## config.mk

```make
export PLATFORM = sky130hd
export DESIGN_NAME = arbitro_botones
export DESIGN_NICKNAME = d
export VERILOG_FILES = /design/src/rtl/arbitro_botones.sv
export SDC_FILE = /design/constraint.sdc
export NUM_CORES = 1
export LEC_CHECK = 0
export CORE_ASPECT_RATIO = 0.75
export CORE_MARGIN = 4
export CORE_UTILIZATION = 35
export DETAILED_ROUTE_END_ITERATION = 7
export PLACE_DENSITY = 0.53
export SLEW_MARGIN = 20
export SYNTH_ARGS = -nofsm -noshare
export SYNTH_HDL_FRONTEND = slang
export SYNTH_SLANG_ARGS = --single-unit
export TNS_END_PERCENT = 20
```

## constraint.sdc

```tcl
create_clock -name clk -period 5.3 [get_ports clk]
set_input_delay 1.06 -clock clk [delete_from_list [all_inputs] [get_ports clk]]
set_output_delay 1.06 -clock clk [all_outputs]
set_load 0.005 [all_outputs]
```

## src/rtl/arbitro_botones.sv

```systemverilog
// Button request arbiter: latches debounced button edges and offers them one at a
// time to the pet state machine, with ack timeout and post-command cooldown.
module arbitro_botones #(
   parameter int COOLDOWN_CYC = 10,
   parameter int ACK_TIMEOUT  = 16
) (
   input  logic       clk,
   input  logic       reset_tmp,
   input  logic       req_energia,
   input  logic       req_medicina,
   input  logic       req_test,
   input  logic       cmd_ack,
   output logic       cmd_valid,
   output logic [1:0] cmd_code,
   output logic [2:0] pending,
   output logic       busy,
   output logic       timeout_err,
   output logic       modo_test
);

   // state      | meaning
   // S_IDLE     | no command offered; grants highest pending request
   // S_WAIT_ACK | command offered on cmd_code, waiting for cmd_ack or timeout
   // S_COOLDOWN | enforced idle gap after a command ends
   typedef enum logic [1:0] {
      S_IDLE     = 2'b00,
      S_WAIT_ACK = 2'b01,
      S_COOLDOWN = 2'b10
   } state_t;

   localparam logic [7:0] CD_LOAD  = 8'(COOLDOWN_CYC - 1);
   localparam logic [7:0] TMO_LAST = 8'(ACK_TIMEOUT - 1);

   state_t     state_q, state_d;
   logic [2:0] req_q, req_d;
   logic [2:0] arm_q, arm_d;
   logic [2:0] pend_q, pend_d;
   logic [1:0] code_q, code_d;
   logic [7:0] tmo_q, tmo_d;
   logic [7:0] cd_q, cd_d;
   logic       terr_q, terr_d;
   logic       modo_q, modo_d;

   logic [2:0] req_now;
   logic [2:0] edge_w;
   logic [2:0] grant;

   assign req_now = {req_test, req_medicina, req_energia};

   always_ff @(posedge clk or posedge reset_tmp) begin
      if (reset_tmp) begin
         state_q <= S_IDLE;
         req_q   <= 3'b000;
         arm_q   <= 3'b000;
         pend_q  <= 3'b000;
         code_q  <= 2'b00;
         tmo_q   <= 8'd0;
         cd_q    <= 8'd0;
         terr_q  <= 1'b0;
         modo_q  <= 1'b0;
      end else begin
         state_q <= state_d;
         req_q   <= req_d;
         arm_q   <= arm_d;
         pend_q  <= pend_d;
         code_q  <= code_d;
         tmo_q   <= tmo_d;
         cd_q    <= cd_d;
         terr_q  <= terr_d;
         modo_q  <= modo_d;
      end
   end

   always_comb begin
      req_d   = req_now;
      // a source only arms after it has been seen low, so a level held through reset is not an edge
      arm_d   = arm_q | ~req_now;
      edge_w  = req_now & ~req_q & arm_q;
      state_d = state_q;
      code_d  = code_q;
      tmo_d   = tmo_q;
      cd_d    = cd_q;
      terr_d  = 1'b0;
      modo_d  = modo_q;
      grant   = 3'b000;
      case (state_q)
         S_IDLE: begin
            code_d = 2'b00;
            if (pend_q != 3'b000) begin
               state_d = S_WAIT_ACK;
               tmo_d   = 8'd0;
               if (pend_q[2]) begin
                  code_d = 2'b11;
                  grant  = 3'b100;
               end else if (pend_q[1]) begin
                  code_d = 2'b10;
                  grant  = 3'b010;
               end else begin
                  code_d = 2'b01;
                  grant  = 3'b001;
               end
            end
         end
         S_WAIT_ACK: begin
            if (cmd_ack) begin
               state_d = S_COOLDOWN;
               code_d  = 2'b00;
               cd_d    = CD_LOAD;
               if (code_q == 2'b11) modo_d = ~modo_q;
            end else if (tmo_q >= TMO_LAST) begin
               state_d = S_COOLDOWN;
               code_d  = 2'b00;
               cd_d    = CD_LOAD;
               terr_d  = 1'b1;
            end else if (tmo_q != 8'hFF) begin
               tmo_d = tmo_q + 8'd1;
            end
         end
         S_COOLDOWN: begin
            if (cd_q == 8'd0) state_d = S_IDLE;
            else              cd_d    = cd_q - 8'd1;
         end
         default: begin
            state_d = S_IDLE;
            code_d  = 2'b00;
         end
      endcase
      // a new edge on the source being granted this cycle keeps its bit set
      pend_d = (pend_q & ~grant) | edge_w;
   end

   always_comb begin
      cmd_valid   = (state_q == S_WAIT_ACK);
      cmd_code    = code_q;
      pending     = pend_q;
      busy        = (state_q != S_IDLE);
      timeout_err = terr_q;
      modo_test   = modo_q;
   end

endmodule

```

==> impl_metrics.json <==
{
  "htreeDepth": 2,
  "reg2reg_to": "cd_q[0]$_DFFE_PP0P_",
  "synth_top_area_share_pct": 56.0,
  "ys_seq_area_share_pct": 56.0,
  "drt-total-wl_mm": 2.71,
  "post-synth-top-count-cell": "dfrtp_1",
  "grt.total_usage_pct": 12.3,
  "wire_per_inst_um": 13.6,
  "ff2ff_setup_slack_ns": 3.15,
  "setup.worst_path.start": "state_q[1]$_DFFE_PP0P_",
  "portBuffers": 14,
  "antenna_found_initial": 0,
  "r2r-start": "cd_q[0]$_DFFE_PP0P_",
  "status": "finished, final reports clean",
  "p_comb_share_pct": 33.6,
  "dr_total_vias": 997,
  "dp_hpwl_mm": 1.94,
  "overflow": 0,
  "diodes": 0,
  "ys.flop_type": "dfrtp_1",
  "clk_pin_slew_ns": 0.07,
  "yosys-top-cells-area": "dfrtp_1 (56%), o21ai_0 (4.7%), ha_1 (2.7%), nor2_1 (2.7%), nand2_1 (2.4%)",
  "drt-initial-drc-count": 71,
  "ant_nets": 0,
  "ir_worst_vdd_mv": 0.241,
  "seq_power_share_pct": 44.7,
  "post-route-min-period_ns": 2.69,
  "yosysUniqueCellTypes": 36,
  "post_cts_buffers": 0,
  "clockBufferDepth": 2,
  "root_buffer": "clkbuf_8",
  "synth_seq_cells": 31,
  "drive_gt1_share_pct": 8.16,
  "setup_viol": 0,
  "whs_path_depth": 1,
  "netSwitchingFraction_pct": 36.2,
  "hold_path_class": "register to register",
  "finClkSkew_ns": 0.00500,
  "cts_tree": "yes",
  "std_cell_rows": 19,
  "async_flop_share_pct": 100,
  "hold_buffers": 0,
  "ys.warnings.count": 0,
  "slew_headroom_pct": 60.7,
  "firstDrtPassIters": 4,
  "cts.sinks": 31,
  "globalplace.congestion": 0.797,
  "holdWs_ns": 0.442,
  "rsz0062_at_grt": "no",
  "reg2reg_depth": 6,
  "cap_viol_max_count": 0,
  "synth_largest_area_cell": "dfrtp_1",
  "critical_path_class": "register to output pin",
  "synth_area_per_cell_um2": 11.0,
  "clk_latency_ns": 0.28,
  "syn_inst": 126,
  "grt_pass1_vias": 996,
  "io_pins": 15,
  "cp-end-kind": "output pin",
  "clkPwrFrac_pct": 21.7,
  "worst_pin_slew_ns": 0.589,
  "grt_start_max_net_pins": 32,
  "syn_nets": 135,
  "critPathLaunchType": "register",
  "synth_edf_count": 0,
  "numCtsBuffers": 5,
  "route.detailed.drc": 0,
  "power_density_nw_per_um2": 491,
  "ctsResizeCount": 0,
  "dieArea_um2": 5040,
  "power.switching_mw": 0.297,
  "fmax_mhz": 372,
  "floorplan.initialDensity_pct": 37.1,
  "critPathCapture": "cmd_valid",
  "internal-power_mw": 0.524,
  "final_nets": 155,
  "grt_pass1_wl_mm": 4.71,
  "die_x_um": 80.6,
  "viasPerCell": 5.01,
  "hold_violations": 0,
  "synth_common_cells": "dfrtp_1 (31), o21ai_0 (13), nor2_1 (10), nand2_1 (9), inv_1 (7)",
  "finalMaxSlewViolations": 0,
  "p_leak_nw": 0.743,
  "die_h_um": 62.5,
  "required_ns": 4.24,
  "synth_area_um2": 1390,
  "core_um2": 3730,
  "cp_max_fo": 6,
  "min_period_over_period_pct": 50.7,
  "worstPathArrival_ns": 1.63,
  "fin_tns_setup_ns": 0,
  "syn_to_final_growth_pct": 20.8
}
cell families (layout without fill, tap and decap cells):
logic type      after synthesis  after routing  synth area share, %
simple gates                 50             50                 19.6
flops                        31             31                 56.0
compound gates               26             26                 13.9
buf+inv                       9             30                 2.62
xor+xnor                      4              4                 2.53
fa+ha+maj                     3              3                 2.71
mux                           3              3                 2.62
cells in the final DEF (no fill, tap or decap), types with 2 or more instances in the layout:
cell and count:
a21boi_0 2, inv_1 7, nand3b_1 2, nand2_1 9
o21ai_0 13, or3_1 2, nor2_1 10, and2_1 3
and3_1 2, nor4_1 2, clkbuf_8 5, dfrtp_1 31
xor2_1 3, ha_1 3, nor3_1 3, a21oi_1 2
nand4_1 2, o211ai_1 3, nand3_1 4, or4_1 2
clkdlybuf4s50_1 14, nand2b_1 4
per-layer routing:
layer | vias to the layer above | wire length [µm] | track usage (%)
li1 | 487 | - | -
met4 | 0 | 34 | 5.06
met3 | 4 | 155 | 4.76
met5 | - | 0 | 0
met1 | 480 | 1380 | 17.9
met2 | 26 | 1140 | 16.0
cell type report:
cell class	count	area, µm²
Clock buffer	6	72.6
Clock inverter	2	12.5
Fill cell	362	2060
Inverter	7	26.3
Multi-Input combinational cell	86	573
Sequential cell	31	776
Tap cell	52	65.1
Timing Repair Buffer	15	148
worst min path at each step:
stage                  startpoint              endpoint  slack (ns)
2_1_floorplan  req_q[0]$_DFF_PP0_  pending[0]$_DFF_PP0_        0.41
3_3_place_gp   req_q[1]$_DFF_PP0_  pending[1]$_DFF_PP0_        0.42
4_1_cts        req_q[1]$_DFF_PP0_  pending[1]$_DFF_PP0_        0.44
3_5_place_dp   req_q[1]$_DFF_PP0_  pending[1]$_DFF_PP0_        0.43
5_1_grt        req_q[1]$_DFF_PP0_  pending[1]$_DFF_PP0_        0.44
6_report       req_q[2]$_DFF_PP0_  pending[2]$_DFF_PP0_        0.44
registers in the layout, summed over array words and instances (netlist names):
signal	count
timeout_err	1
pending	3
req_q	3
modo_test	1
cmd_code	2
tmo_q	8
cd_q	8
state_q	2
arm_q	3
through the flow:
step | cells | utilization (%) | instance area, µm² | power, mW | setup WS (ns)
CTS | 199 | 44.8 | 1670 | 0.833 | 2.59
detailed placement | 191 | 42.5 | 1590 | 0.649 | 2.65
global route | 199 | 44.8 | 1670 | 0.894 | 2.52
finish | 199 | 44.8 | 1670 | 0.822 | 2.61
floorplan | 126 | - | 1390 | 0.530 | 3.36
global placement | 191 | 42.5 | 1590 | 0.643 | 2.72
critical path: stages, from the launching register on:
cell	delay [ns]
dfrtp_1	0.44
nand2b_1	0.22
inv_1	0.17
clkdlybuf4s50_1	0.53
power by group through the flow:
stage / sequential (mW) / clock (mW) / combinational (mW)
4_1_cts: 0.368 / 0.185 / 0.280
6_report: 0.368 / 0.178 / 0.276
3_5_place_dp: 0.371 / 0 / 0.278
2_1_floorplan: 0.349 / 0 / 0.181
3_3_place_gp: 0.369 / 0 / 0.274
5_1_grt: 0.379 / 0.199 / 0.316
Power figures use the tool's default switching activity.
